### config.mk
export PLATFORM = sky130hd
export DESIGN_NAME = fm_cycle_sched
export DESIGN_NICKNAME = d
export VERILOG_FILES = /design/src/rtl/fm_cycle_sched.sv
export SDC_FILE = /design/constraint.sdc
export NUM_CORES = 1
export LEC_CHECK = 0
export CAP_MARGIN = 10
export CELL_PAD_IN_SITES_DETAIL_PLACEMENT = 0
export CELL_PAD_IN_SITES_GLOBAL_PLACEMENT = 1
export CORE_ASPECT_RATIO = 1.2
export CORE_UTILIZATION = 31
export CTS_CLUSTER_SIZE = 8
export DETAILED_ROUTE_END_ITERATION = 6
export PLACE_DENSITY_LB_ADDON = 0.1
export SYNTH_ARGS = -nofsm -noshare
export SYNTH_HDL_FRONTEND = slang
export SYNTH_SLANG_ARGS = --single-unit
### constraint.sdc
create_clock -name clk -period 1.9 [get_ports clk]
set_input_delay 0.57 -clock clk [delete_from_list [all_inputs] [get_ports clk]]
set_output_delay 0.57 -clock clk [all_outputs]
set_load 0.03 [all_outputs]
### src/rtl/fm_cycle_sched.sv
// Time-slot scheduler for the shared frame memory port: round-robin grant of
// fixed-length access slots to four video requesters, plus double-buffer select.
module fm_cycle_sched #(
  parameter int SLOT_LEN = 16,
  parameter int ADV_LEAD = 2,
  parameter int CW       = 5
) (
  input  logic          clk,
  input  logic          rst,
  input  logic          en,
  input  logic          iv_wr_req,
  input  logic          iv_rd_req,
  input  logic          ov_wr_req,
  input  logic          ov_rd_req,
  input  logic          vsync,
  input  logic          freeze,
  output logic          fm_iv_wr_cycle,
  output logic          fm_iv_rd_cycle,
  output logic          fm_ov_wr_cycle,
  output logic          fm_ov_rd_cycle,
  output logic          fm_cycle_stp_adv,
  output logic          frame_alt,
  output logic          frame_alt_frz,
  output logic [CW-1:0] slot_cnt,
  output logic          idle
);

  localparam logic [CW-1:0] SLOT_END = CW'(SLOT_LEN - 1);
  localparam logic [CW-1:0] ADV_POS  = CW'(SLOT_LEN - 1 - ADV_LEAD);

  typedef enum logic {S_IDLE, S_ACTIVE} state_t;

  state_t        state_q, state_d;
  logic [1:0]    gnt_q, gnt_d;
  logic [CW-1:0] cnt_q, cnt_d;
  logic          vsync_q, vsync_d;
  logic          pend_q, pend_d;
  logic          alt_q, alt_d;
  logic          frz_q, frz_d;

  logic [3:0]    req;
  logic          any_req;
  logic [1:0]    next_gnt;
  logic [1:0]    idx;
  logic          found;
  logic          slot_end;
  logic          boundary;
  logic          apply;

  assign req      = {ov_rd_req, ov_wr_req, iv_rd_req, iv_wr_req};
  assign any_req  = |req;
  assign slot_end = (state_q == S_ACTIVE) && (cnt_q == SLOT_END);
  assign boundary = (state_q == S_IDLE) || slot_end;

  // gnt_q doubles as the round-robin pointer: search starts after it.
  always_comb begin
    next_gnt = gnt_q;
    found    = 1'b0;
    idx      = '0;
    for (int k = 1; k <= 4; k++) begin
      idx = gnt_q + 2'(k);
      if (!found && req[idx]) begin
        next_gnt = idx;
        found    = 1'b1;
      end
    end
  end

  always_comb begin
    state_d = state_q;
    gnt_d   = gnt_q;
    cnt_d   = cnt_q + 1'b1;
    case (state_q)
      S_IDLE: begin
        cnt_d = '0;
        if (en && any_req) begin
          state_d = S_ACTIVE;
          gnt_d   = next_gnt;
        end
      end
      S_ACTIVE: begin
        if (slot_end) begin
          cnt_d = '0;
          if (en && any_req) begin
            gnt_d = next_gnt;
          end else begin
            state_d = S_IDLE;
          end
        end
      end
      default: begin
        state_d = S_IDLE;
        cnt_d   = '0;
      end
    endcase
  end

  // A pending buffer toggle lands only on a slot boundary; extra edges are absorbed.
  always_comb begin
    vsync_d = vsync;
    apply   = pend_q && boundary;
    pend_d  = apply ? 1'b0 : (pend_q | (vsync & ~vsync_q));
    alt_d   = alt_q ^ apply;
    frz_d   = (apply && !freeze) ? ~alt_q : frz_q;
  end

  always_ff @(posedge clk) begin
    if (rst) begin
      state_q <= S_IDLE;
      gnt_q   <= 2'd3;
      cnt_q   <= '0;
      vsync_q <= 1'b0;
      pend_q  <= 1'b0;
      alt_q   <= 1'b0;
      frz_q   <= 1'b0;
    end else begin
      state_q <= state_d;
      gnt_q   <= gnt_d;
      cnt_q   <= cnt_d;
      vsync_q <= vsync_d;
      pend_q  <= pend_d;
      alt_q   <= alt_d;
      frz_q   <= frz_d;
    end
  end

  assign fm_iv_wr_cycle   = (state_q == S_ACTIVE) && (gnt_q == 2'd0);
  assign fm_iv_rd_cycle   = (state_q == S_ACTIVE) && (gnt_q == 2'd1);
  assign fm_ov_wr_cycle   = (state_q == S_ACTIVE) && (gnt_q == 2'd2);
  assign fm_ov_rd_cycle   = (state_q == S_ACTIVE) && (gnt_q == 2'd3);
  assign fm_cycle_stp_adv = (state_q == S_ACTIVE) && (cnt_q == ADV_POS);
  assign frame_alt        = alt_q;
  assign frame_alt_frz    = frz_q;
  assign slot_cnt         = cnt_q;
  assign idle             = (state_q == S_IDLE);

endmodule

==> Word-level counts from Yosys, hierarchy flattened <==
Cells that the tools add are included.
W data, S select, Z words.
{ "op_classes": {"n_addsub": 4, "magnitude_cmp": 4, "eq_ne": 6, "muxes": 23, "n_bitwise": 6, "n_reduce_logical": 20} }
{ "ops": {"columns": ["op", "n"], "rows": [
  ["$logic_and A1 B1 Y1", 12],
  ["$lt A2 B3 Y1 const B", 4],
  ["$mux W2", 6],
  ["$eq A5 B4 Y1 const B", 2],
  ["$pmux W5 S2", 1],
  ["$mux W1", 9],
  ["$bmux W1 S2", 4],
  ["$add A5 B1 Y5 const B", 1],
  ["$mux W5", 1],
  ["$add A2 B2 Y2 const B", 2],
  ["$eq A2 B2 Y1 const B", 2],
  ["$logic_not A1 Y1", 4],
  ["$pmux W2 S2", 1],
  ["$reduce_or A4 Y1", 1],
  ["$not A1 Y1", 3],
  ["$add A2 B1 Y2 const B", 1],
  ["$eq A2 B1 Y1 const B", 1],
  ["$logic_not A2 Y1", 1],
  ["$ne A2 B1 Y1 const B", 1],
  ["$pmux W1 S2", 1],
  ["$reduce_or A2 Y1", 1],
  ["$and A1 B1 Y1", 1],
  ["$logic_or A1 B1 Y1", 1],
  ["$or A1 B1 Y1", 1],
  ["$xor A1 B1 Y1", 1]
]} }
{ "word_totals": {"register_bits": 12, "input_bits": 9, "out_inout_bits": 13, "word_cells": 70} }

==> Longest topological paths before layout <==
{ "logic_depth": {"word_depth": 16, "ltp_mapped": 8, "depth_no_buf": 7} }

==> Worst setup path before layout <==
OpenSTA, ideal clock, no wires.
{ "synth_path": {"path_type": "flip-flop to flip-flop", "from": "reg gnt_q[0]", "to": "reg gnt_q[1]", "setup_time_ps": 79, "arrival_time_ps": 1971, "t_required_ps": 1821, "path_slack_ps": -150, "path_stages_with_launch": 9, "n_path_buf": 2, "synth_period_minus_slack_ps": 2050, "cell_sequence": "dfxtp_1 buf_6 inv_1 ha_1 buf_2 mux4_2 or2_0 or3_1 o211ai_1"} }
{ "synth_via": {"elab_chain_len": 16, "word_cells_on_any_way": 27, "classes_between": "add/sub (3); mux (18); reduce/logical (6)"} }
{ "synth_rtl": {"columns": ["item", "line_no", "rtl"], "rows": [
  ["start, declared", "34", "logic [1:0] gnt_q, gnt_d;"],
  ["start signal, assigned", "118", "gnt_q <= gnt_d;"],
  ["$add A2 B1 Y2", "61", "idx = gnt_q + 2'(k);"],
  ["$bmux W1 S2", "62", "if (!found && req[idx]) begin"],
  ["$mux W1 (implied by the code)", "62", null],
  ["$mux W1", "62", null],
  ["$logic_not A1 Y1", "62", null],
  ["$logic_and A1 B1 Y1", "62", null],
  ["$mux W1", "62", null],
  ["$logic_not A1 Y1", "62", null],
  ["$logic_and A1 B1 Y1", "62", null],
  ["$mux W1", "62", null],
  ["$logic_not A1 Y1", "62", null],
  ["$logic_and A1 B1 Y1", "62", null],
  ["$mux W2 *", "62", null],
  ["$mux W2 *", "76, 84", null],
  ["$mux W2", "82", "if (slot_end) begin"],
  ["$pmux W2 S2 *", "73", "case (state_q)"]
]} }
Every way passes the cells marked *; elsewhere a longest branch is shown, timed or not. The select of a mux whose other input is x is not followed.
A chain may end at the register's enable or synchronous reset.

==> Worst setup path in the final report <==
{ "layout_path": {"from": "reg gnt_q[0]", "to": "out fm_ov_wr_cycle"} }
{ "layout_via": {"elab_chain_len": 2} }
{ "layout_rtl": {"columns": ["item", "line_no", "rtl"], "rows": [
  ["$eq A2 B2 Y1", "129", "assign fm_ov_wr_cycle = (state_q == S_ACTIVE) && (gnt_q == 2'd2);"],
  ["$logic_and A1 B1 Y1", "129", null],
  ["end, declared", "19", "output logic fm_ov_wr_cycle,"]
]} }
Every way passes these cells.

==> impl_metrics.py <==
metrics = {
    "run_status": {
        "status": "finished clean",
    },
    "power": {
        "pwr-share-comb": 0.397,
        "p_clk_frac": 0.248,
        "pwr_density_cell_mw_per_mm2": 657,
        "ir_drop_uv": 466,
        "switchingPower_w": 0.000240,
        "swShare": 0.305,
        "p_leak_nw": 0.554,
        "intPower_w": 0.000545,
        "p_seq_frac": 0.355,
    },
    "logic_synthesis": {
        "synth_area_um2": 800,
        "syn_inst": 89,
        "synth_nets": 105,
        "yosys_register_bits": 12,
        "ys_warn_count": 0,
        "synth_cell_types": 34,
        "avgSynthCellArea_um2": 8.98,
        "ys_seq_area_frac": 0.300,
    },
    "timing": {
        "setup_slack_ps": 32.1,
        "fin_crit_sh": 0.983,
        "fin_skew_ps": 5.41,
        "whs_ps": 480,
        "tightest_slew_ps": 305,
        "setup_viol": 0,
        "rsz0062_at_grt": "yes",
        "drv_slew": 0,
        "slew_headroom": 0.794,
        "hold_viol": 0,
        "period_minus_slack_ps": 1870,
        "fmax_mhz": 535,
    },
    "critical_path": {
        "reg2reg_depth": 6,
        "reg2reg_from": "gnt_q[1]",
        "crit_end": "fm_ov_wr_cycle",
        "crit_required_ps": 1330,
        "rrSetupSlack_ps": 160,
        "start_kind": "register",
        "arrival_ps": 1300,
        "critical_path.startpoint": "gnt_q[0]",
        "critPathMaxFanout": 3,
        "critical_path_class": "reg2out",
        "rr_endpoint": "gnt_q[1]",
        "worstSetupEndpointType": "primary output",
    },
    "floorplanning": {
        "num_rows": 19,
        "pin_count": 22,
        "die_y_um": 57.6,
        "core_area_mm2": 0.00235,
        "start_util": 0.340,
        "die_x_um": 48.4,
        "die-area_mm2": 0.00279,
    },
    "final_layout": {
        "final_layout_size_suffix_gt1_frac": 0.272,
        "num_antenna_cells": 0,
        "syn2layout_area_growth_pct": 49.5,
        "final_util": 0.508,
        "fin_cells": 156,
        "final_nets": 142,
    },
    "global_route": {
        "antenna_found_initial": 0,
        "grt_pass1_wl_mm": 3.34,
        "grt_overflow": 0,
        "grt_pass1_vias": 792,
        "grt_util_all_layers": 0.152,
        "grt_max_degree": 13,
    },
    "clock_network": {
        "clockBufferDepth": 2,
        "path_clk_slew_ps": 70,
        "root_buffer": "clkbuf_4",
        "clk_latency_ps": 260,
        "cts_inserted_buffers": 3,
        "htreeDepth": 1,
        "cts_tree": "built",
        "cts_num_sinks": 12,
    },
    "worst_hold_path": {
        "hold_path.class": "reg2reg",
    },
    "detailed_routing": {
        "antenna_left": 0,
        "drc_errors": 0,
        "drt_iter0_drc": 11,
        "wirelength_mm": 1.82,
        "post_drt_wl_per_cell_um": 11.7,
        "vias": 751,
        "dr.pass1.iters": 4,
        "viasPerCell": 4.81,
    },
    "placed_design": {
        "placed_cells": 152,
        "io_buffers": 21,
        "gp_congestion": 0.815,
        "pre_cts_slack_ps": -389,
        "hpwl_mm": 1.47,
    },
    "flow_run": {
        "drv_cap": 0,
    },
}
[timing repair]
item / CTS / global route
hold buffers: 0 / 0
setup endpoints to repair: 9 / 6
gates resized for setup: 16 / 8
setup buffers: 0 / 0
pin swaps: 1 / 0
[metrics by stage]
step | setup TNS (ps) | total power (W) | area [um^2]
2_1_floorplan | 0 | 0.000484 | 810
3_3_place_gp | -709 | 0.000586 | 1130
3_5_place_dp | -797 | 0.000586 | 1130
4_1_cts | 0 | 0.000785 | 1160
5_1_grt | -43.6 | 0.000839 | 1190
6_report | 0 | 0.000785 | 1190
[per-layer routing]
layer	GRT usage	share of wire	up-vias
li1	-	-	390
met1	0.164	0.42	348
met2	0.298	0.55	11
met3	0.0210	0.027	2
met4	0.0588	0.0082	0
met5	0	0	-
[area by class of cell]
type,count,area [um^2]
repair buffers,35,312
flip-flops and latches,12,244
clock buffers,4,36.3
fillers,232,1160
well taps,31,38.8
inverters,6,22.5
multi-input cells,68,542
[critical path, stage by stage (launching register included)]
cell,delay (ps)
dfxtp_4,360
inv_1,70
buf_4,150
ha_2,170
and2_4,150
buf_6,130
[worst min path at each step]
stage	startpoint	end	slack, ps	cells after the start
detailed placement	frame_alt	frame_alt_frz	480	1
CTS	frame_alt	frame_alt_frz	490	1
finish	frame_alt	frame_alt_frz	480	1
floorplan	pend_q	pend_q	500	2
global placement	frame_alt	frame_alt_frz	470	1
global route	frame_alt	frame_alt_frz	510	1
[sequential cells by signal (all words and copies together) (netlist names)]
signal         count
frame_alt          1
frame_alt_frz      1
gnt_q              2
pend_q             1
slot_cnt           5
state_q            1
vsync_q            1
[power groups by stage]
stage          Combinational [W]  Sequential (W)  Clock (W)
2_1_floorplan           0.000184        0.000299          0
3_3_place_gp            0.000302        0.000284          0
3_5_place_dp            0.000303        0.000284          0
4_1_cts                 0.000300        0.000278   0.000207
5_1_grt                 0.000344        0.000281   0.000214
6_report                0.000312        0.000278   0.000195
[logic make-up after synthesis]
family / Yosys count / share of synthesized area
mux: 5 / 0.113
flops: 12 / 0.300
buf+inv: 9 / 0.0532
compound gates: 17 / 0.160
simple gates: 36 / 0.232
fa+ha+maj: 7 / 0.110
xor+xnor: 3 / 0.0329
[synthesized netlist by cell type]
cell type / n / area (um^2)
or2_0: 1 / 6.26
buf_2: 1 / 5.00
o211ai_1: 1 / 7.51
nor2b_1: 2 / 12.5
nand2_1: 4 / 15.0
nor3b_1: 3 / 22.5
dfxtp_1: 12 / 240
xor2_1: 2 / 17.5
o21ai_1: 1 / 5.00
inv_1: 6 / 22.5
o21ai_0: 2 / 10.0
a2bb2oi_1: 1 / 8.76
nand2b_1: 3 / 18.8
nand4_1: 1 / 6.26
ha_1: 7 / 87.6
a221oi_2: 1 / 15.0
mux4_2: 3 / 67.6
a21boi_0: 2 / 15.0
nand3_1: 1 / 5.00
clkbuf_1: 1 / 3.75
xnor2_1: 1 / 8.76
and3_1: 1 / 6.26
o41ai_1: 1 / 8.76
and2_1: 5 / 31.3
buf_6: 1 / 11.3
a211oi_1: 1 / 7.51
or3_1: 1 / 6.26
mux2_2: 2 / 22.5
a221o_1: 1 / 10.0
nor2_1: 12 / 45.0
o31ai_1: 1 / 7.51
a21oi_1: 3 / 15.0
a32oi_1: 2 / 17.5
nor3_1: 2 / 10.0
[cell usage in the layout (no fill, tap or decap), types with 4 or more instances in the layout]
cell type	count
dfxtp_1	11
dlygate4sd2_1	9
and2_1	4
nand2_1	4
clkdlybuf4s50_1	5
buf_4	15
ha_1	5
inv_1	6
nor2_1	12
Note: power is estimated with default switching activity, not from simulation.
